File: config.mk
export PLATFORM = sky130hd
export DESIGN_NAME = fb_port_arbiter
export DESIGN_NICKNAME = d
export VERILOG_FILES = /design/src/rtl/fb_port_arbiter.sv
export SDC_FILE = /design/constraint.sdc
export NUM_CORES = 1
export LEC_CHECK = 0
export ABC_CLOCK_PERIOD_IN_PS = 2900
export BUFFER_PORTS_ARGS = -buffer_cell sky130_fd_sc_hd__buf_2
export CAP_MARGIN = 0
export CORE_UTILIZATION = 31
export CTS_CLUSTER_DIAMETER = 40
export DETAILED_ROUTE_END_ITERATION = 8
export PLACE_DENSITY = 0.92
export SLEW_MARGIN = 30
export SYNTH_ARGS = -nofsm -noshare
export SYNTH_HDL_FRONTEND = slang
export SYNTH_SLANG_ARGS = --single-unit
export TNS_END_PERCENT = 100
File: constraint.sdc
create_clock -name clk -period 2.9 [get_ports clk]
set_input_delay 0.29 -clock clk [delete_from_list [all_inputs] [get_ports clk]]
set_output_delay 0.29 -clock clk [all_outputs]
set_load 0.01 [all_outputs]
File: src/rtl/fb_port_arbiter.sv
// Frame-buffer RAM port arbiter: VGA reads take priority, renderer writes and dump reads
// share the remaining cycles round-robin, and a freeze handshake parks writes at a frame boundary.
module fb_port_arbiter #(
    parameter int ADDR_W = 16,
    parameter int DATA_W = 3
) (
    input  logic              clk,
    input  logic              clr,
    input  logic              vga_req,
    input  logic [ADDR_W-1:0] vga_addr,
    output logic [DATA_W-1:0] vga_data,
    output logic              vga_vld,
    input  logic              wr_req,
    input  logic [ADDR_W-1:0] wr_addr,
    input  logic [DATA_W-1:0] wr_data,
    input  logic              wr_eof,
    output logic              wr_gnt,
    input  logic              dmp_req,
    input  logic [ADDR_W-1:0] dmp_addr,
    output logic              dmp_gnt,
    output logic [DATA_W-1:0] dmp_data,
    output logic              dmp_vld,
    input  logic              frz_req,
    output logic              frz_ack,
    output logic              mem_en,
    output logic              mem_we,
    output logic [ADDR_W-1:0] mem_addr,
    output logic [DATA_W-1:0] mem_wdata,
    input  logic [DATA_W-1:0] mem_rdata
);

    typedef enum logic [1:0] {
        RUN    = 2'd0,
        DRAIN  = 2'd1,
        FROZEN = 2'd2
    } frz_state_t;

    frz_state_t state_r;
    frz_state_t state_next_s;
    logic       rr_dmp_r;       // set: dump side wins the next wr/dmp tie
    logic       vga_gnt_s;
    logic       wr_gnt_s;
    logic       dmp_gnt_s;
    logic       wr_elig_s;
    logic       vga_vld_r;
    logic       dmp_vld_r;
    logic       frz_ack_r;

    // Grant selection; nothing is granted while clr is asserted.
    always_comb begin
        vga_gnt_s = 1'b0;
        wr_gnt_s  = 1'b0;
        dmp_gnt_s = 1'b0;
        wr_elig_s = wr_req && (state_r != FROZEN);
        if (clr) begin
            vga_gnt_s = 1'b0;
        end else if (vga_req) begin
            vga_gnt_s = 1'b1;
        end else if (wr_elig_s && dmp_req) begin
            wr_gnt_s  = ~rr_dmp_r;
            dmp_gnt_s = rr_dmp_r;
        end else if (wr_elig_s) begin
            wr_gnt_s = 1'b1;
        end else if (dmp_req) begin
            dmp_gnt_s = 1'b1;
        end else begin
            dmp_gnt_s = 1'b0;
        end
    end

    // RAM command mux driven by the single winner.
    always_comb begin
        mem_addr  = {ADDR_W{1'b0}};
        mem_wdata = {DATA_W{1'b0}};
        if (vga_gnt_s) begin
            mem_addr = vga_addr;
        end else if (wr_gnt_s) begin
            mem_addr  = wr_addr;
            mem_wdata = wr_data;
        end else if (dmp_gnt_s) begin
            mem_addr = dmp_addr;
        end else begin
            mem_addr = {ADDR_W{1'b0}};
        end
    end

    assign wr_gnt  = wr_gnt_s;
    assign dmp_gnt = dmp_gnt_s;
    assign mem_en  = vga_gnt_s | wr_gnt_s | dmp_gnt_s;
    assign mem_we  = wr_gnt_s;

    // Freeze next-state; a release request overrides an end-of-frame write in the same cycle.
    always_comb begin
        state_next_s = state_r;
        case (state_r)
            RUN: begin
                if (frz_req) state_next_s = DRAIN;
                else         state_next_s = RUN;
            end
            DRAIN: begin
                if (!frz_req)                 state_next_s = RUN;
                else if (wr_gnt_s && wr_eof)  state_next_s = FROZEN;
                else                          state_next_s = DRAIN;
            end
            FROZEN: begin
                if (!frz_req) state_next_s = RUN;
                else          state_next_s = FROZEN;
            end
            default: state_next_s = RUN;
        endcase
    end

    // Freeze state, tie pointer, read-valid flags and freeze acknowledge.
    always_ff @(posedge clk or posedge clr) begin
        if (clr) begin
            state_r   <= RUN;
            rr_dmp_r  <= 1'b0;
            vga_vld_r <= 1'b0;
            dmp_vld_r <= 1'b0;
            frz_ack_r <= 1'b0;
        end else begin
            state_r   <= state_next_s;
            vga_vld_r <= vga_gnt_s;
            dmp_vld_r <= dmp_gnt_s;
            frz_ack_r <= (state_next_s == FROZEN);
            if (wr_gnt_s) begin
                rr_dmp_r <= 1'b1;
            end else if (dmp_gnt_s) begin
                rr_dmp_r <= 1'b0;
            end else begin
                rr_dmp_r <= rr_dmp_r;
            end
        end
    end

    // Read data is routed to whichever requester owned the previous cycle.
    always_comb begin
        vga_data = {DATA_W{1'b0}};
        dmp_data = {DATA_W{1'b0}};
        if (vga_vld_r) begin
            vga_data = mem_rdata;
        end else if (dmp_vld_r) begin
            dmp_data = mem_rdata;
        end else begin
            vga_data = {DATA_W{1'b0}};
        end
    end

    assign vga_vld = vga_vld_r;
    assign dmp_vld = dmp_vld_r;
    assign frz_ack = frz_ack_r;

endmodule

==> results of run 1 <==
Yosys cell counts, types with 2 or more instances:
cell type	count	area [um^2]
a31oi_1	2	12.5
a221o_1	16	160
buf_6	2	22.5
dfrtp_1	6	150
and2_1	25	156
a21oi_1	2	10.0
nor2b_1	3	18.8
buf_2	2	10.0
inv_1	3	11.3
repair_timing:
action	in CTS	in global routing
setup endpoints to repair	0	0
hold buffers	1	0
hold endpoints to repair	6	0
metrics by stage:
step | utilization (%) | power (mW) | area (um^2)
detailed placement | 59.5 | 0.230 | 1080
global placement | 59.5 | 0.225 | 1080
global route | 61.3 | 0.329 | 1120
CTS | 61.3 | 0.306 | 1120
finish | 61.3 | 0.303 | 1120
floorplan | - | 0.162 | 628
path summary, 6_finish.rpt:
check | start | to | slack (ns) | cells past startpoint
max | clr | mem_addr[12] | 0.32 | 7
min | wr_eof | state_r[0] | 0.26 | 2
min reg2reg | state_r[1] | state_r[0] | 0.49 | 1
max in group asynchronous | clr | state_r[1] | 2.15 | 3
max reg2reg | rr_dmp_r | state_r[1] | 1.44 | 3
min in group asynchronous | clr | state_r[0] | 0.56 | 3
area by class of cell:
type / count / share of cell area [%]
Multi-Input combinational cell: 57 / 37.9
Tap cell: 25 / 2.80
Clock buffer: 3 / 2.02
Timing Repair Buffer: 94 / 42.8
Sequential cell: 6 / 13.5
Inverter: 3 / 1.01
cells in the final DEF, fill, tap and decap left out, types with 2 or more instances in the layout:
| master | netlist | final |
|---|---|---|
| a31oi_1 | 2 | 2 |
| inv_1 | 3 | 3 |
| buf_2 | 2 | 92 |
| a221o_1 | 16 | 16 |
| a21oi_1 | 2 | 2 |
| and2_1 | 25 | 25 |
| dfrtp_1 | 6 | 6 |
| nor2b_1 | 3 | 3 |
| clkbuf_4 | 0 | 3 |
worst max-delay path, cell delays in order:
cell           delay [ns]
dlygate4sd3_1        0.54
buf_2                0.14
a211o_1              0.29
nor3_2               0.42
buf_4                0.29
a221o_1              0.17
buf_2                0.13
cells by family after synthesis:
logic type             Yosys count
and+or+nand+nor                 34
AOI/OAI and AO/OA               23
DFF                              6
buffers and inverters            9
state kept, by name, summed over array words and instances (netlist names):
register,count
dmp_vld,1
state_r,2
frz_ack,1
vga_vld,1
rr_dmp_r,1
per-layer routing:
metal	GRT usage [%]	vias up
li1	-	457
met1	21.9	416
met2	37.5	52
met3	4.23	4
met4	10.9	0
met5	0	-
power breakdown:
part / total [mW] / internal [mW] / switching (mW) / leakage, nW
combinational: 0.133 / 0.0728 / 0.0601 / 0.585
sequential: 0.0963 / 0.0902 / 0.00609 / 0.0771
clock: 0.0736 / 0.0466 / 0.0270 / 0.0138
total: 0.303 / 0.210 / 0.0933 / 0.676
==> reports/results.ini, run 1 <==
[status]
status = complete, no violations

[floorplanning]
die_h_um = 47.0
initial_core_util_pct = 34.5
rows = 15
chipWidth_um = 47.0
dieArea_mm2 = 0.00221
pin_count = 93
core-area_mm2 = 0.00182

[critical_path]
path_max_fanout = 16
cp.arrival_ns = 2.29
required_ns = 2.61
start_kind = input port
endpoint_kind = output pin
worst-setup-path-type = in -> out

[final_layout]
multi_input_area_um2 = 423
final-seq-area_um2 = 150
final_layout_size_suffix_gt1_share_pct = 59.5
antenna_cells = 0
areaGrowthSynthToFinish_pct = 77.7
stdcell_count = 188
final_net_count = 226
fillers = 173

[min_path]
hp-class = in -> reg

[cts]
cts_buffers = 3
postCtsSetupBuffers = 0
clk_pin_slew_worst_paths_ns = 0.04
htreeDepth = 1
clkSinkCount = 6
worstSkewPairLatency_ns = 0.24
cts_tree = done
clock-root-buffer = clkbuf_4
clockBufferDepth = 2
cts.repair.resized = 0

[global_routing]
grt_max_degree = 20
grtUsageTotal_pct = 20.5
antenna_found_initial = 0
grt-ovfl-total = 0
grt_pass1_vias = 820
grt_pass1_wl_mm = 3.23

[logic_synthesis]
synthAdderAreaFrac_pct = 0
ys_types = 20
synth_compound_area_share_pct = 33.5
synth_xor_area_share_pct = 0
synth_top_family_by_area = simple AND/OR/NAND/NOR gates
yosys.area_share.simple_pct = 33.9
netlist_area_um2 = 628
ys_seq_area_share_pct = 23.9
synth_cells = 72
syn-num-nets = 133
synth_area_per_cell_um2 = 8.72
yosysWarnings = 0
synth-seq-cells = 6
synth_edf_count = 0
async_reset_ff_share_pct = 100
synth_ff_type = dfrtp_1
synthMuxAreaShare_pct = 0

[placement]
pre_cts_slack_ns = 0.877
dp.cells = 184
dp.final_hpwl_mm = 2.02
port-buffer-count = 92
place_congestion = 0.757

[drt]
wl_met1_um = 899
routed_wl_mm = 2.43
wl_per_cell_um = 12.9
via_per_inst = 4.94
route.met2.wl_mm = 1.31
drc = 0
routed.top_layer = met4
vias = 929
first_pass_iters = 4
dr.first_iter.drc_count = 19
route.met3.wl_um = 191
antenna_left = 0

[job]
maxCapViolations = 0

[power_and_ir_drop]
p_leak_nw = 0.676
p_per_area_mw_per_mm2 = 271
ir_worst_vdd_mv = 0.178

[sta]
fin_setup_tns_ns = 0
layout_min_cycle_time_ns = 2.58
holdWs_ns = 0.263
hold_violations = 0
relSlewSlack_pct = 41.0
post-route-period-util_pct = 88.8
worst_pin_slew_ns = 0.883
fin_ws_ns = 0.324
skew_ns = 0.000512
rsz0062_at_grt = false
max_freq_mhz = 388
final_max_slew_viol_count = 0
setup_violations = 0

Power figures use the tool's default switching activity.
==> run 2, diff against run 1 <==
--- a/config.mk
+++ b/config.mk
@@ -12,6 +12,7 @@
 export CTS_CLUSTER_DIAMETER = 40
 export DETAILED_ROUTE_END_ITERATION = 8
 export PLACE_DENSITY = 0.92
+export RECOVER_POWER = 25
 export SLEW_MARGIN = 30
 export SYNTH_ARGS = -nofsm -noshare
 export SYNTH_HDL_FRONTEND = slang
==> run 2 against run 1 <==
Cell area decreased by 0.67%. Clock skew hardly changed. Core utilization down 0.41 points. Critical path depth stayed put. Clock power about the same. Via count grew 0.65%. Maximum frequency hardly changed. Flip-flop and latch count unchanged. Routed wire length decreased by 0.49%. Critical path type unchanged. Critical endpoint unchanged. Largest cell class unchanged.
==> reports/results.ini, run 2 (synthesis gave the netlist of run 1 again) <==
[status]
status = complete, no violations

[sta]
fin_ws_ns = 0.326  ; +0.00180 ns
max_freq_mhz = 389  ; about the same
fin_setup_tns_ns = 0  ; unchanged
hold_violations = 0  ; unchanged
relSlewSlack_pct = 41.0  ; about the same
setup_violations = 0  ; unchanged
layout_min_cycle_time_ns = 2.57  ; -0.00180 ns
skew_ns = 0.000436  ; -0.0000759 ns
post-route-period-util_pct = 88.8  ; about the same
worst_pin_slew_ns = 0.884  ; +0.000504 ns
rsz0062_at_grt = false
final_max_slew_viol_count = 0  ; unchanged

[critical_path]
reg2reg_from = rr_dmp_r
rr_worst_depth = 3  ; unchanged
path_max_fanout = 16  ; unchanged
endpoint_kind = output pin
r2r_slack_ns = 1.44  ; about the same
cp.arrival_ns = 2.28  ; about the same
required_ns = 2.61  ; about the same
worst-setup-path-type = in -> out
reg2reg_to = state_r[1]
start_kind = input port

[drt]
routed.top_layer = met4
antenna_left = 0  ; unchanged
dr.first_iter.drc_count = 17  ; -2
drc = 0  ; unchanged
wl_per_cell_um = 12.9  ; -0.49%
wl_met1_um = 890  ; -1.0%
first_pass_iters = 4  ; unchanged
routed_wl_mm = 2.42  ; -0.49%
route.met3.wl_um = 201  ; +5.2%
vias = 935  ; +0.65%
via_per_inst = 4.97  ; +0.65%
route.met2.wl_mm = 1.29  ; -0.84%

[power_and_ir_drop]
p_sw_share_pct = 30.8  ; +0.059 points
switchingPower_mw = 0.0931  ; -0.17%
seqPwrFrac_pct = 31.9  ; about the same
p_leak_nw = 0.653  ; -3.4%
p_per_area_mw_per_mm2 = 272  ; +0.31%
intPower_mw = 0.209  ; -0.45%
p_clk_share_pct = 24.4  ; about the same
combPwrFrac_pct = 43.7  ; -0.2 points
ir_worst_vdd_mv = 0.176  ; -1.3%

[cts]
clockBufferDepth = 2  ; unchanged
clk_pin_slew_worst_paths_ns = 0.04  ; about the same
clkSinkCount = 6  ; unchanged
cts_buffers = 3  ; unchanged
cts_tree = done
worstSkewPairLatency_ns = 0.24  ; about the same
postCtsSetupBuffers = 0  ; unchanged
htreeDepth = 1  ; unchanged
clock-root-buffer = clkbuf_4

[min_path]
holdPathEnd = state_r[0]
hold_depth = 2  ; unchanged
min_from = wr_eof
hp-class = in -> reg

[final_layout]
regMostFlops = state_r
stdcell_count = 188  ; unchanged
final_common_cell = buf_2
final_layout_size_suffix_gt1_share_pct = 55.8  ; -3.7 points
final_net_count = 226  ; unchanged
fillers = 178  ; +2.9%
antenna_cells = 0  ; unchanged
final_cell_mix = buf_2 (86), and2_1 (25), a221o_1 (16), dfrtp_1 (6), clkbuf_1 (6)
areaGrowthSynthToFinish_pct = 76.5
largest_reg_flops = 2  ; unchanged

[floorplanning]
pin_count = 93  ; unchanged
initial_core_util_pct = 34.5  ; unchanged
chipWidth_um = 47.0  ; unchanged
die_h_um = 47.0  ; unchanged
core-area_mm2 = 0.00182  ; unchanged
rows = 15  ; unchanged
dieArea_mm2 = 0.00221  ; unchanged

[global_routing]
antenna_found_initial = 0  ; unchanged
grt-ovfl-total = 0  ; unchanged
grt_max_degree = 20  ; unchanged
grt_pass1_vias = 820  ; unchanged
grtUsageTotal_pct = 20.5  ; unchanged
grt_pass1_wl_mm = 3.23  ; unchanged

[placement]
pre_cts_slack_ns = 0.877  ; unchanged
port-buffer-count = 92  ; unchanged
place_congestion = 0.757  ; unchanged
dp.cells = 184  ; unchanged
dp.final_hpwl_mm = 2.02  ; unchanged

[job]
maxCapViolations = 0  ; unchanged

## run 2: cell types whose count changed in the layout (fill, tap and decap cells not counted), sizes merged
cell,previous run,this run
buf,93,87
clkbuf,3,9
## run 2: power groups by stage
stage / clock network [mW] / registers [mW] / logic, mW
floorplan: 0 / 0.0965 / 0.0650
global placement: 0 / 0.0968 / 0.129
detailed placement: 0 / 0.0971 / 0.133
CTS: 0.0764 / 0.0962 / 0.133
global route: 0.0857 / 0.0970 / 0.145
finish: 0.0736 / 0.0964 / 0.132
## run 2: cell type report
class / count / area, um^2 / share of cell area, %
multi-input cells: 57 / 423 / 38.1
inverters: 3 / 11.3 / 1.02
flip-flops and latches: 6 / 150 / 13.5
repair buffers: 94 / 470 / 42.4
clock buffers: 3 / 22.5 / 2.03
well taps: 25 / 31.3 / 2.82
## run 2: worst max path at each step
stage,start,end,slack (ns),depth (start not counted)
6_report,clr,mem_addr[12],0.33,7
5_1_grt,clr,mem_addr[9],0.23,7
4_1_cts,clr,mem_addr[11],0.34,7
3_5_place_dp,dmp_req,mem_addr[12],0.88,6
3_3_place_gp,dmp_req,mem_addr[4],0.96,6
2_1_floorplan,state_r[1],mem_addr[10],1.21,5
## run 2: critical path, stage by stage
cell and delay (ns):
dlygate4sd3_1 0.54, clkbuf_1 0.13, a211o_1 0.30, nor3_2 0.42, buf_4 0.29, a221o_1 0.17
buf_2 0.13
## run 2: per-stage QoR
step           utilization, %  area, um^2  hold slack, ns  power, mW
2_1_floorplan               -         628          0.0810      0.162
3_3_place_gp             59.5        1080           0.230      0.225
3_5_place_dp             59.5        1080           0.248      0.230
4_1_cts                  61.3        1120           0.257      0.306
5_1_grt                  60.9        1110           0.248      0.328
6_report                 60.9        1110           0.263      0.302
## run 2: per-layer routing
layer / up-vias / GRT usage (%)
met5: - / 0
met4: 0 / 10.9
met3: 4 / 4.23
met2: 56 / 37.5
met1: 417 / 21.9
li1: 458 / -
## run 2: timing repair
item,CTS,global route
setup endpoints to repair,0,0
hold buffers,1,0
endpoints found under the hold margin,6,0
gates resized for setup,0,0
